File: src/rtl/score_cnt_pkg.sv
// Shared types and constants for the score-RAM step counter.
// Optional down-count support is enabled by defining SCORE_STEP_COUNTER_DOWN_EN.
package score_cnt_pkg;

    localparam int DEF_CNT_W = 4;
    localparam int DEF_PRE_W = 2;

    typedef enum logic [1:0] {
        IDLE = 2'd0,
        RUN  = 2'd1,
        DONE = 2'd2
    } score_cnt_state_e;

    localparam logic MODE_ONESHOT = 1'b0;
    localparam logic MODE_RELOAD  = 1'b1;

endpackage

File: src/rtl/score_step_counter_if.sv
// Control/status bundle between the NW control FSM and the step counter.
// The down input exists only when SCORE_STEP_COUNTER_DOWN_EN is defined.
interface score_step_counter_if
    import score_cnt_pkg::*;
#(
    parameter int CNT_W = DEF_CNT_W,
    parameter int PRE_W = DEF_PRE_W
);

    // Control inputs are level-sampled every clock; start and clear are
    // single-cycle pulses, outputs are registered and valid every cycle.
    logic             start;
    logic             clear;
    logic             en;
    logic [PRE_W-1:0] div;
    logic [CNT_W-1:0] limit;
    logic             reload;
`ifdef SCORE_STEP_COUNTER_DOWN_EN
    logic             down;
`endif
    logic [CNT_W-1:0] count;
    logic             tick;
    logic             term;
    logic             done;
    logic             busy;
    logic [1:0]       state_dbg;

    modport master (
        output start, clear, en, div, limit, reload,
`ifdef SCORE_STEP_COUNTER_DOWN_EN
        output down,
`endif
        input  count, tick, term, done, busy, state_dbg
    );

    modport slave (
        input  start, clear, en, div, limit, reload,
`ifdef SCORE_STEP_COUNTER_DOWN_EN
        input  down,
`endif
        output count, tick, term, done, busy, state_dbg
    );

endinterface

File: src/rtl/score_cnt_prescaler.sv
// Prescaler for the step counter: emits a step on every (div+1)-th enabled cycle.
// clr returns the divider to zero and suppresses the step in that cycle.
module score_cnt_prescaler #(
    parameter int PRE_W = 2
) (
    input  logic             clk,
    input  logic             rst,
    input  logic             clr,
    input  logic             en,
    input  logic [PRE_W-1:0] div,
    output logic             step
);

    logic [PRE_W-1:0] pre_q;
    logic [PRE_W-1:0] pre_d;
    logic             hit;

    // Compare before increment so div = all-ones never wraps the counter.
    assign hit  = (pre_q == div);
    assign step = en && !clr && hit;

    always_comb begin
        pre_d = pre_q;
        if (clr) begin
            pre_d = '0;
        end else if (en) begin
            pre_d = hit ? '0 : pre_q + PRE_W'(1);
        end
    end

    always_ff @(posedge clk or posedge rst) begin
        if (rst) begin
            pre_q <= '0;
        end else begin
            pre_q <= pre_d;
        end
    end

endmodule

File: src/rtl/score_step_counter.sv
// Programmable prescaled step counter pacing score-RAM row/column accesses.
// Define SCORE_STEP_COUNTER_DOWN_EN to add a latched down-count mode.
module score_step_counter
    import score_cnt_pkg::*;
#(
    parameter int CNT_W = DEF_CNT_W,
    parameter int PRE_W = DEF_PRE_W
) (
    input  logic                 clk,
    input  logic                 rst,
    score_step_counter_if.slave  bus
);

    localparam logic [1:0] S_IDLE = IDLE;
    localparam logic [1:0] S_RUN  = RUN;
    localparam logic [1:0] S_DONE = DONE;

    logic [1:0]       state_q, state_d;
    logic [CNT_W-1:0] count_q, count_d;
    logic [PRE_W-1:0] div_q, div_d;
    logic [CNT_W-1:0] limit_q, limit_d;
    logic             mode_q, mode_d;
    logic             tick_q, tick_d;
    logic             term_q, term_d;
    logic             done_q, done_d;
    logic             busy_q;
    logic             start_acc;
    logic             pre_clr;
    logic             pre_en;
    logic             step;
    logic             at_term;
    logic             down_q;

`ifdef SCORE_STEP_COUNTER_DOWN_EN
    logic down_d;

    always_ff @(posedge clk or posedge rst) begin
        if (rst) begin
            down_q <= 1'b0;
        end else begin
            down_q <= down_d;
        end
    end

    always_comb begin
        down_d = down_q;
        if (start_acc) begin
            down_d = bus.down;
        end
    end
`else
    assign down_q = 1'b0;
`endif

    // Start is ignored while running; clear always wins.
    assign start_acc = bus.start && !bus.clear && (state_q != S_RUN);
    assign pre_clr   = bus.clear || start_acc;
    assign pre_en    = (state_q == S_RUN) && bus.en;
    assign at_term   = down_q ? (count_q == '0) : (count_q == limit_q);

    score_cnt_prescaler #(
        .PRE_W (PRE_W)
    ) u_prescaler (
        .clk  (clk),
        .rst  (rst),
        .clr  (pre_clr),
        .en   (pre_en),
        .div  (div_q),
        .step (step)
    );

    always_comb begin
        state_d = state_q;
        count_d = count_q;
        div_d   = div_q;
        limit_d = limit_q;
        mode_d  = mode_q;
        tick_d  = 1'b0;
        term_d  = 1'b0;
        done_d  = done_q;

        if (bus.clear) begin
            state_d = S_IDLE;
            count_d = '0;
            done_d  = 1'b0;
        end else if (start_acc) begin
            state_d = S_RUN;
            div_d   = bus.div;
            limit_d = bus.limit;
            mode_d  = bus.reload;
            done_d  = 1'b0;
`ifdef SCORE_STEP_COUNTER_DOWN_EN
            count_d = bus.down ? bus.limit : '0;
`else
            count_d = '0;
`endif
        end else if (step) begin
            tick_d = 1'b1;
            if (at_term) begin
                term_d = 1'b1;
                if (mode_q == MODE_RELOAD) begin
                    count_d = down_q ? limit_q : '0;
                end else begin
                    state_d = S_DONE;
                    done_d  = 1'b1;
                end
            end else begin
                count_d = down_q ? count_q - CNT_W'(1) : count_q + CNT_W'(1);
            end
        end
    end

    always_ff @(posedge clk or posedge rst) begin
        if (rst) begin
            state_q <= S_IDLE;
            count_q <= '0;
            div_q   <= '0;
            limit_q <= '0;
            mode_q  <= MODE_ONESHOT;
            tick_q  <= 1'b0;
            term_q  <= 1'b0;
            done_q  <= 1'b0;
            busy_q  <= 1'b0;
        end else begin
            state_q <= state_d;
            count_q <= count_d;
            div_q   <= div_d;
            limit_q <= limit_d;
            mode_q  <= mode_d;
            tick_q  <= tick_d;
            term_q  <= term_d;
            done_q  <= done_d;
            busy_q  <= (state_d == S_RUN);
        end
    end

    assign bus.count     = count_q;
    assign bus.tick      = tick_q;
    assign bus.term      = term_q;
    assign bus.done      = done_q;
    assign bus.busy      = busy_q;
    assign bus.state_dbg = state_q;

endmodule

File: src/flat_wrapper.sv
// flat-port wrapper written by rule: the top's interface ports become plain ports
module score_step_counter_flat import score_cnt_pkg::*;
#(
    parameter int CNT_W = DEF_CNT_W,
    parameter int PRE_W = DEF_PRE_W
)
  (clk, rst, bus_start, bus_clear, bus_en, bus_div, bus_limit, bus_reload, bus_count, bus_tick, bus_term, bus_done, bus_busy, bus_state_dbg);
  score_step_counter_if #(.CNT_W(CNT_W), .PRE_W(PRE_W)) bus_i ();
  input  logic clk;
  input  logic rst;
  input wire logic [$bits(bus_i.start)-1:0] bus_start;
  input wire logic [$bits(bus_i.clear)-1:0] bus_clear;
  input wire logic [$bits(bus_i.en)-1:0] bus_en;
  input wire logic [$bits(bus_i.div)-1:0] bus_div;
  input wire logic [$bits(bus_i.limit)-1:0] bus_limit;
  input wire logic [$bits(bus_i.reload)-1:0] bus_reload;
  output wire logic [$bits(bus_i.count)-1:0] bus_count;
  output wire logic [$bits(bus_i.tick)-1:0] bus_tick;
  output wire logic [$bits(bus_i.term)-1:0] bus_term;
  output wire logic [$bits(bus_i.done)-1:0] bus_done;
  output wire logic [$bits(bus_i.busy)-1:0] bus_busy;
  output wire logic [$bits(bus_i.state_dbg)-1:0] bus_state_dbg;
  assign bus_i.start = bus_start;
  assign bus_i.clear = bus_clear;
  assign bus_i.en = bus_en;
  assign bus_i.div = bus_div;
  assign bus_i.limit = bus_limit;
  assign bus_i.reload = bus_reload;
  assign bus_count = bus_i.count;
  assign bus_tick = bus_i.tick;
  assign bus_term = bus_i.term;
  assign bus_done = bus_i.done;
  assign bus_busy = bus_i.busy;
  assign bus_state_dbg = bus_i.state_dbg;
  score_step_counter #(.CNT_W(CNT_W), .PRE_W(PRE_W)) u_core (.clk(clk), .rst(rst), .bus(bus_i));
endmodule
File: config.mk
export PLATFORM = sky130hd
export DESIGN_NAME = score_step_counter_flat
export DESIGN_NICKNAME = d
export VERILOG_FILES = /design/src/rtl/score_cnt_pkg.sv /design/src/rtl/score_step_counter_if.sv /design/src/rtl/score_cnt_prescaler.sv /design/src/rtl/score_step_counter.sv /design/src/flat_wrapper.sv
export SDC_FILE = /design/constraint.sdc
export NUM_CORES = 1
export LEC_CHECK = 0
export CELL_PAD_IN_SITES_DETAIL_PLACEMENT = 2
export CELL_PAD_IN_SITES_GLOBAL_PLACEMENT = 2
export CORE_ASPECT_RATIO = 0.75
export CORE_MARGIN = 2
export CORE_UTILIZATION = 34
export DETAILED_ROUTE_END_ITERATION = 8
export PLACE_DENSITY_LB_ADDON = 0.1
export SYNTH_ARGS = -nofsm -noshare
export SYNTH_HDL_FRONTEND = slang
export SYNTH_HIERARCHICAL = 1
export SYNTH_SLANG_ARGS = --single-unit
File: constraint.sdc
create_clock -name clk -period 5.9 [get_ports clk]
set_input_delay 0.885 -clock clk [delete_from_list [all_inputs] [get_ports clk]]
set_output_delay 0.885 -clock clk [all_outputs]
set_load 0.02 [all_outputs]
## Word-level counts from Yosys, hierarchy flattened

Cells that the tools add are included.

| word-level totals | value |
|---|---|
| register bits | 19 |
| output and inout port bits | 10 |
| input bits | 12 |
| logic and storage cells | 59 |

| cells by class | value |
|---|---|
| reductions and logical operators | 14 |
| equality and inequality tests | 7 |
| $add $sub $neg | 2 |
| bitwise gates (word level) | 1 |
| multiplexer cells | 25 |

Operators with widths:

| kind | number |
|---|---|
| $mux 4 | 5 |
| $mux 2 | 8 |
| $mux 1 | 12 |
| $reduce_bool 3->1 | 2 |
| $logic_and 1x1->1 | 5 |
| $add 4x1->4 const B | 1 |
| $eq 2x1->1 const B | 2 |
| $eq 4x4->1 | 1 |
| $ne 4x2->1 const B | 1 |
| $reduce_and 2->1 | 2 |
| $ne 3x3->1 const B | 1 |
| $reduce_and 3->1 | 1 |
| $add 2x1->2 const B | 1 |
| $eq 2x2->1 | 1 |
| $logic_not 1->1 | 2 |
| $ne 2x1->1 const B | 1 |
| $reduce_bool 2->1 | 1 |
| $logic_or 1x1->1 | 1 |
| $not 1->1 | 1 |

## Longest topological paths before layout

| logic depth | value |
|---|---|
| word-level depth | 11 |
| gate-level depth with buffers | 9 |
| gate-level depth less buffers | 8 |

## Cells and area by module

The synthesis kept the hierarchy.

Modules (own cells, without submodules):

| module | cells each | area each (um2) | times used |
|---|---|---|---|
| score_step_counter | 71 | 863.3 | 1 |
| score_cnt_prescaler | 16 | 142.6 | 1 |

## Least setup slack after synthesis

OpenSTA, ideal clock, no wires.

| timing path | value |
|---|---|
| path type | input-to-reg |
| start point | input bus_start |
| end point | register u_core.count_q[1], in the netlist u_core/bus.count[1] |
| path buffers | 1 |
| slack | 3613 ps |
| data required time | 5822 ps |
| setup time | 78 ps |
| stages on the path | 7 |
| data arrival time | 2209 ps |
| path through | a21oi_1 inv_1 nor4b_1 clkbuf_1 nand2_1 mux2_1 a21oi_1 |

| on the way | value |
|---|---|
| word-level cells in the longest chain between the ends | 8 |
| elaborated cells between the ends (all ways) | 11 |

Ends and longest elaborated chain:

| element | RTL line | source |
|---|---|---|
| start, declared | flat_wrapper.sv:11 | `input wire logic [$bits(bus_i.start)-1:0] bus_start;` |
| $logic_and 1x1->1 (2 in a row) | score_step_counter.sv:56 | `assign start_acc = bus.start && !bus.clear && (state_q != S_RUN);` |
| $logic_or 1x1->1 | score_step_counter.sv:57 | `assign pre_clr = bus.clear \|\| start_acc;` |
| via u_core.pre_clr | score_step_counter.sv:28 | `logic pre_clr;` |
| $logic_not 1->1 | score_cnt_prescaler.sv:20 | `assign step = en && !clr && hit;` |
| $logic_and 1x1->1 (2 in a row) | score_cnt_prescaler.sv:20 |  |
| via u_core.step | score_step_counter.sv:30 | `logic step;` |
| $reduce_bool 3->1 (no line) | - |  |
| $reduce_and 2->1 (no line) | - |  |
| end signal, assigned | score_step_counter.sv:126 | `count_q <= count_d;` |
| end, declared | score_step_counter.sv:19 | `logic [CNT_W-1:0] count_q, count_d;` |

The timed path passes the listed nets, and every way through them passes these cells.
A chain may end at the register's enable or synchronous reset.

## Worst setup path after layout

| timing path | value |
|---|---|
| start point | input bus_clear |
| end point | register u_core.count_q[3], in the netlist u_core/bus.count[3] |

| on the way | value |
|---|---|
| word-level cells in the longest chain between the ends | 9 |
| elaborated cells between the ends (all ways) | 12 |

Ends and longest elaborated chain:

| element | RTL line | source |
|---|---|---|
| start, declared | flat_wrapper.sv:12 | `input wire logic [$bits(bus_i.clear)-1:0] bus_clear;` |
| $logic_not 1->1 | score_step_counter.sv:56 |  |
| $logic_and 1x1->1 (2 in a row) | score_step_counter.sv:56 |  |
| $logic_or 1x1->1 * | score_step_counter.sv:57 |  |
| via u_core.pre_clr | score_step_counter.sv:28 |  |
| $logic_not 1->1 * | score_cnt_prescaler.sv:20 |  |
| $logic_and 1x1->1 * (2 in a row) | score_cnt_prescaler.sv:20 |  |
| via u_core.step | score_step_counter.sv:30 |  |
| $reduce_bool 3->1 (no line) * | - |  |
| $reduce_and 2->1 (no line) * | - |  |

Mark *: on every way through the listed nets, which the timed path passes. The rest lies on a longest branch.

==> results by group <==
Finish
  – Most frequent standard cell in the layout excluding fill and tap cells: clkdlybuf4s50_1
  – Layout area overhead: 30.60%
  – Share of post-route cells with drive strength above 1: 0.1875
  – Final net count: 126
  – N_diodes: 0
  – Commonest cells after routing, fill and taps aside: clkdlybuf4s50_1 (21), dfrtp_1 (19), mux2_2 (7)

Clocking
  – CTS Buf Count: 3
  – Clock root buffer master: clkbuf_8
  – Setup Buffers After CTS: 0
  – Clock Tree Buf Depth: 2
  – Hold buffers post-CTS: 0
  – Cts repair resizes: 0
  – # H-tree levels: 1
  – TritonCTS clock tree: built
  – Clk_lat worst skew: 0.26 ns
  – Clock transition at path regs: 0.07 ns
  – # clock sinks: 19

Route
  – Wire length per cell: 17.23 um
  – Post-route DRC: 0
  – ANT nets after route: 0
  – Routed vias/inst: 5.053
  – Detailed-route wire length: 2584 um
  – Via count: 758
  – Detailed Route Iter0 Violations: 19
  – First-pass DRT Iterations: 4

Timing
  – Final hold vios: 0
  – RSZ-0062 raised after global routing: no
  – Final setup TNS: 0 ns
  – Crit share post-route: 0.5116
  – Final setup fails: 0
  – Post-route setup slack: 2.881 ns
  – Fin. max-slew vios: 0
  – Post-layout min period: 3.019 ns
  – Slew at the pin with the worst max-slew slack: 0.6893 ns
  – Worst Skew: 0.003824 ns
  – Relative slew slack: 0.5399
  – Max Clk Rate: 331.3 MHz

Setup path
  – Worst EP arrival: 3.19 ns
  – CP required: 6.08 ns
  – Critical path capture point type: flip-flop
  – Worst-path fanout max: 8
  – CP Class: primary input to flip-flop
  – Startpoint types: primary input

Die
  – Core area: 0.002872 sq mm
  – Die width: 66.81 um
  – Die ar.: 0.003414 sq mm
  – Die height: 51.11 um
  – Initial Util: 0.3503
  – Ports: 22
  – Site row count: 17

Synth
  – Syn. warnings: 6
  – Mapped Area: 0.001006 sq mm
  – Syn Inst Count: 87
  – Synthesis-stage register bit count: 19
  – Post-synthesis cell type count: 33
  – Syn Nets: 100
  – Register area share after synthesis: 0.4726
  – Syn avg cell area: 11.56 sq um

Power
  – Total power: 309.9 uW
  – Cell Pwr Density: 235.9 mW/mm^2
  – Leak: 0.5204 nW
  – Worst vdd ir: 0.1461 mV

GRT
  – Grt ovf: 0
  – GRT Total Usage: 0.1760
  – Number of global-route vias before repair: 822
  – Initial antenna violation count: 0
  – Largest net degree at the start of global routing: 18
  – Global-route wire length before repair: 4229 um

Placed design
  – DPL Wire Length: 1966 um
  – PortBufs: 21
  – Pre-CTS setup slack: 2.633 ns
  – RD Place Congestion: 0.6855

Min path
  – Hold Crit Class: flip-flop to flip-flop

Run status
  – Outcome: finished clean

Job
  – Max-cap violations: 0
[cells in the mapped netlist, drive strengths merged]
cell type	n	area share
dfrtp	19	0.47
mux2	8	0.090
a21oi	6	0.030
nand2b	6	0.037
inv	4	0.015
nand2	4	0.015
xnor2	4	0.065
and2	3	0.019
or2b	3	0.022
a31oi	2	0.012
nand3b	2	0.015
nor2	2	0.010
nor2b	2	0.012
nor3b	2	0.020
o21a	2	0.015
o21ai	2	0.010
or3b	2	0.017
xor2	2	0.017
a211oi	1	0.0075
and2b	1	0.0087
and3	1	0.0062
clkbuf	1	0.0037
ha	1	0.012
mux2i	1	0.010
nand3	1	0.0050
nand4	1	0.021
nor4	1	0.0062
nor4b	1	0.0087
o22ai	1	0.0062
o31a	1	0.010
[sequential cells by signal (all words and copies together) (netlist names)]
register and count:
u_core/bus.done 1, u_core/bus.term 1, u_core/u_prescaler/pre_q 2, u_core/limit_q 4
u_core/mode_q 1, u_core/bus.count 4, u_core/div_q 2, u_core/bus.state_dbg 2
u_core/bus.tick 1, u_core/bus.busy 1
[path summary, 6_finish.rpt]
path / start / to / slack (ns) / cells after the start
max reg2reg: u_core/bus.state_dbg[1] / u_core/bus.count[3] / 3.42 / 8
max: bus_clear / u_core/bus.count[3] / 2.88 / 8
min: u_core/bus.done / u_core/bus.done / 0.55 / 1
min reg2reg: u_core/bus.done / u_core/bus.done / 0.55 / 1
min in group asynchronous: rst / u_core/u_prescaler/pre_q[0] / 0.82 / 2
max in group asynchronous: rst / u_core/div_q[0] / 4.39 / 2
[critical path, cell delays in order]
cell and delay (ns):
clkdlybuf4s50_1 0.49, a21oi_1 0.33, inv_1 0.24, nor4b_1 0.51, buf_4 0.24, nor3b_1 0.19, o21ai_0 0.15, a21oi_1 0.16
[power breakdown]
| part | switching, mW | internal (mW) | leakage [nW] |
|---|---|---|---|
| Clock | 0.0441 | 0.0470 | 0.0255 |
| Combinational | 0.0273 | 0.0336 | 0.248 |
| Sequential | 0.0152 | 0.143 | 0.247 |
| Total | 0.0866 | 0.223 | 0.520 |
[layer usage]
layer,vias up,GRT usage,part of all wire
li1,356,-,-
met1,388,0.2224,0.46
met3,0,0.05507,0.036
met5,-,0,0
met2,14,0.3000,0.50
met4,0,0.03061,0
[stage by stage]
step / hold WS (ns) / instance area, sq um / utilization / instances
after floorplan: 0.5370 / 1006 / - / 87
after detailed placement: 0.5248 / 1267 / 0.4414 / 146
final: 0.5455 / 1314 / 0.4575 / 150
after global routing: 0.5917 / 1314 / 0.4575 / 150
after CTS: 0.5559 / 1314 / 0.4575 / 150
after global placement: 0.5014 / 1267 / 0.4414 / 146
[cell families after synthesis]
group	Yosys count	share of synthesized area
mux	9	0.09951
buf+inv	5	0.01865
xor+xnor	6	0.08209
simple gates	32	0.2239
compound gates	15	0.09080
fa+ha+maj	1	0.01244
flops	19	0.4726
[final cells by class]
cell class	instances	area, sq um
clock buffer	3	41.29
inverter	4	15.01
sequential	19	475.5
clock inverter	1	5.005
timing repair buffer	22	217.7
tap	38	47.55
multi-input combinational	63	511.7
fill	321	1558
Power figures use the tool's default switching activity.
==> patch, RTL diff (same flow settings) <==
The package constant `DEF_PRE_W` goes from 2 to 3.
--- a/src/rtl/score_cnt_pkg.sv
+++ b/src/rtl/score_cnt_pkg.sv
@@ -5,3 +5,3 @@
     localparam int DEF_CNT_W = 4;
-    localparam int DEF_PRE_W = 2;
+    localparam int DEF_PRE_W = 3;
 
Interface: changed (resized bus_div); port bits go from 22 to 23. The function was not compared with the original's and may differ.
==> patch against the original RTL <==
Sequential share of layout area grew 0.65 points. Clock power grew 5.7%. Final area grew 8.6%. Worst setup slack gained 0.098 ns. Cell count grew 6.0%. Power grew 8.0%. Non-clock buffer count is the same. Sequential cell count grew 2. Critical path depth shrank 1. Area after synthesis grew 11%. Global-route usage shrank 1.3 points. Hold slack lost 0.031 ns. Wire length grew 1.3%.
==> patch: results (changes against the original RTL) <==
met1 WL 1340 um (was 1190 um); Vias/cell 5.19 (was 5.05); maximum vdd drop 0.142 mV (was 0.146 mV); Critical Path AT 3.05 ns (was 3.19 ns); met1 usage 21.5% (was 22.2%); Worst path slowest cell clkdlybuf4s50_1 (was nor4b_1); Inverters 4 (unchanged); Post-synth top cells dfrtp_1, mux2_1, nand2b_1, nand2_1 (was dfrtp_1, mux2_2, a21oi_1, nand2b_1); Pleak 0.573 nW (was 0.520 nW); CLK BUF 4 (was 3); Final Net Count 137 (was 126); Layout Skew 0.0109 ns (was 0.00382 ns); Worst path max stage delay 0.48 ns (was 0.51 ns); HPWL Detailed 2020 um (was 1970 um); Signal buf overhead 15.4% (was 16.6%); Fill cells 317 (was 321); Max-Slew Margin vs Limit 53.9% (was 54.0%); worst r2r dst u_core/bus.busy (was u_core/bus.count[3]); Final Instance Area 0.00143 mm2 (was 0.00131 mm2); Critical path origin bus_clear (unchanged); Routed met3 length 120 um (was 92 um); multi-input gate share of total cell area 40.2% (was 39.0%); status finished clean (unchanged); layout cells sized above 1 8.26% (was 18.8%); synth top area cells dfrtp_1, mux2_1, xnor2_2, nand2b_1, xnor2_4 (was dfrtp_1, mux2_2, xnor2_2, nand2b_1, a21oi_1); Total Routing Usage GR 16.3% (was 17.6%); ClkCell Share 3.16% (was 3.52%); reg2reg path depth 7 (was 8); Routed met2 length 1130 um (was 1300 um); synth unique cells 35 (was 33); hold_sp u_core/bus.done (unchanged); Syn Nets 111 (was 100); Crit path max-delay family simple AND/OR/NAND/NOR gates (was buffers and inverters); R2R Setup Slk 3.49 ns (was 3.42 ns); Clock Sinks 21 (was 19); comb_multi_in 70 (was 63); Port Buffer Count 22 (was 21); FF+latch area 526 um2 (was 475 um2); # DRC 0 (unchanged); first-pass GRT wire length 4580 um (was 4230 um); highest routing layer actually used met4 (was met3); GRT met2 Usage 26.0% (was 30.0%); largest net degree at the start of global routing 19 (was 18); drt total wl 2620 um (was 2580 um); Seq/Total Area, Yosys 47.0% (was 47.3%); Final Wtd Congestion 0.728 (was 0.686); drt initial violations 35 (was 19); Max FO, Critical Path 10 (was 8)
## patch: cell count changes after synthesis, sizes merged, moves of 2 or more
cell / delta
a21oi: -2
a31oi: +2
dfrtp: +2
or2b: -2
xnor2: +2
## patch: per-stage QoR
stage	setup slack [ns]	hold WS (ns)	std cells
finish	2.98	0.515	159
CTS	2.98	0.517	159
global route	2.77	0.536	159
floorplan	3.59	0.478	96
detailed placement	2.75	0.496	155
global placement	2.96	0.508	155
## patch: kinds of logic (layout without fill, tap and decap cells)
logic type | after synthesis | after routing | share of synthesized area, %
adders and majority gates | 2 | 2 | 2.24
xor gates and xnor gates | 9 | 9 | 10.8
buffers and inverters | 5 | 30 | 1.68
AOI/OAI and AO/OA | 15 | 15 | 8.29
DFF | 21 | 21 | 47.0
and+or+nand+nor | 34 | 34 | 20.0
muxes | 10 | 10 | 9.97
## patch: power breakdown
part           switching (mW)  internal (mW)
Clock                  0.0481         0.0482
Combinational          0.0294         0.0346
Sequential             0.0165          0.158
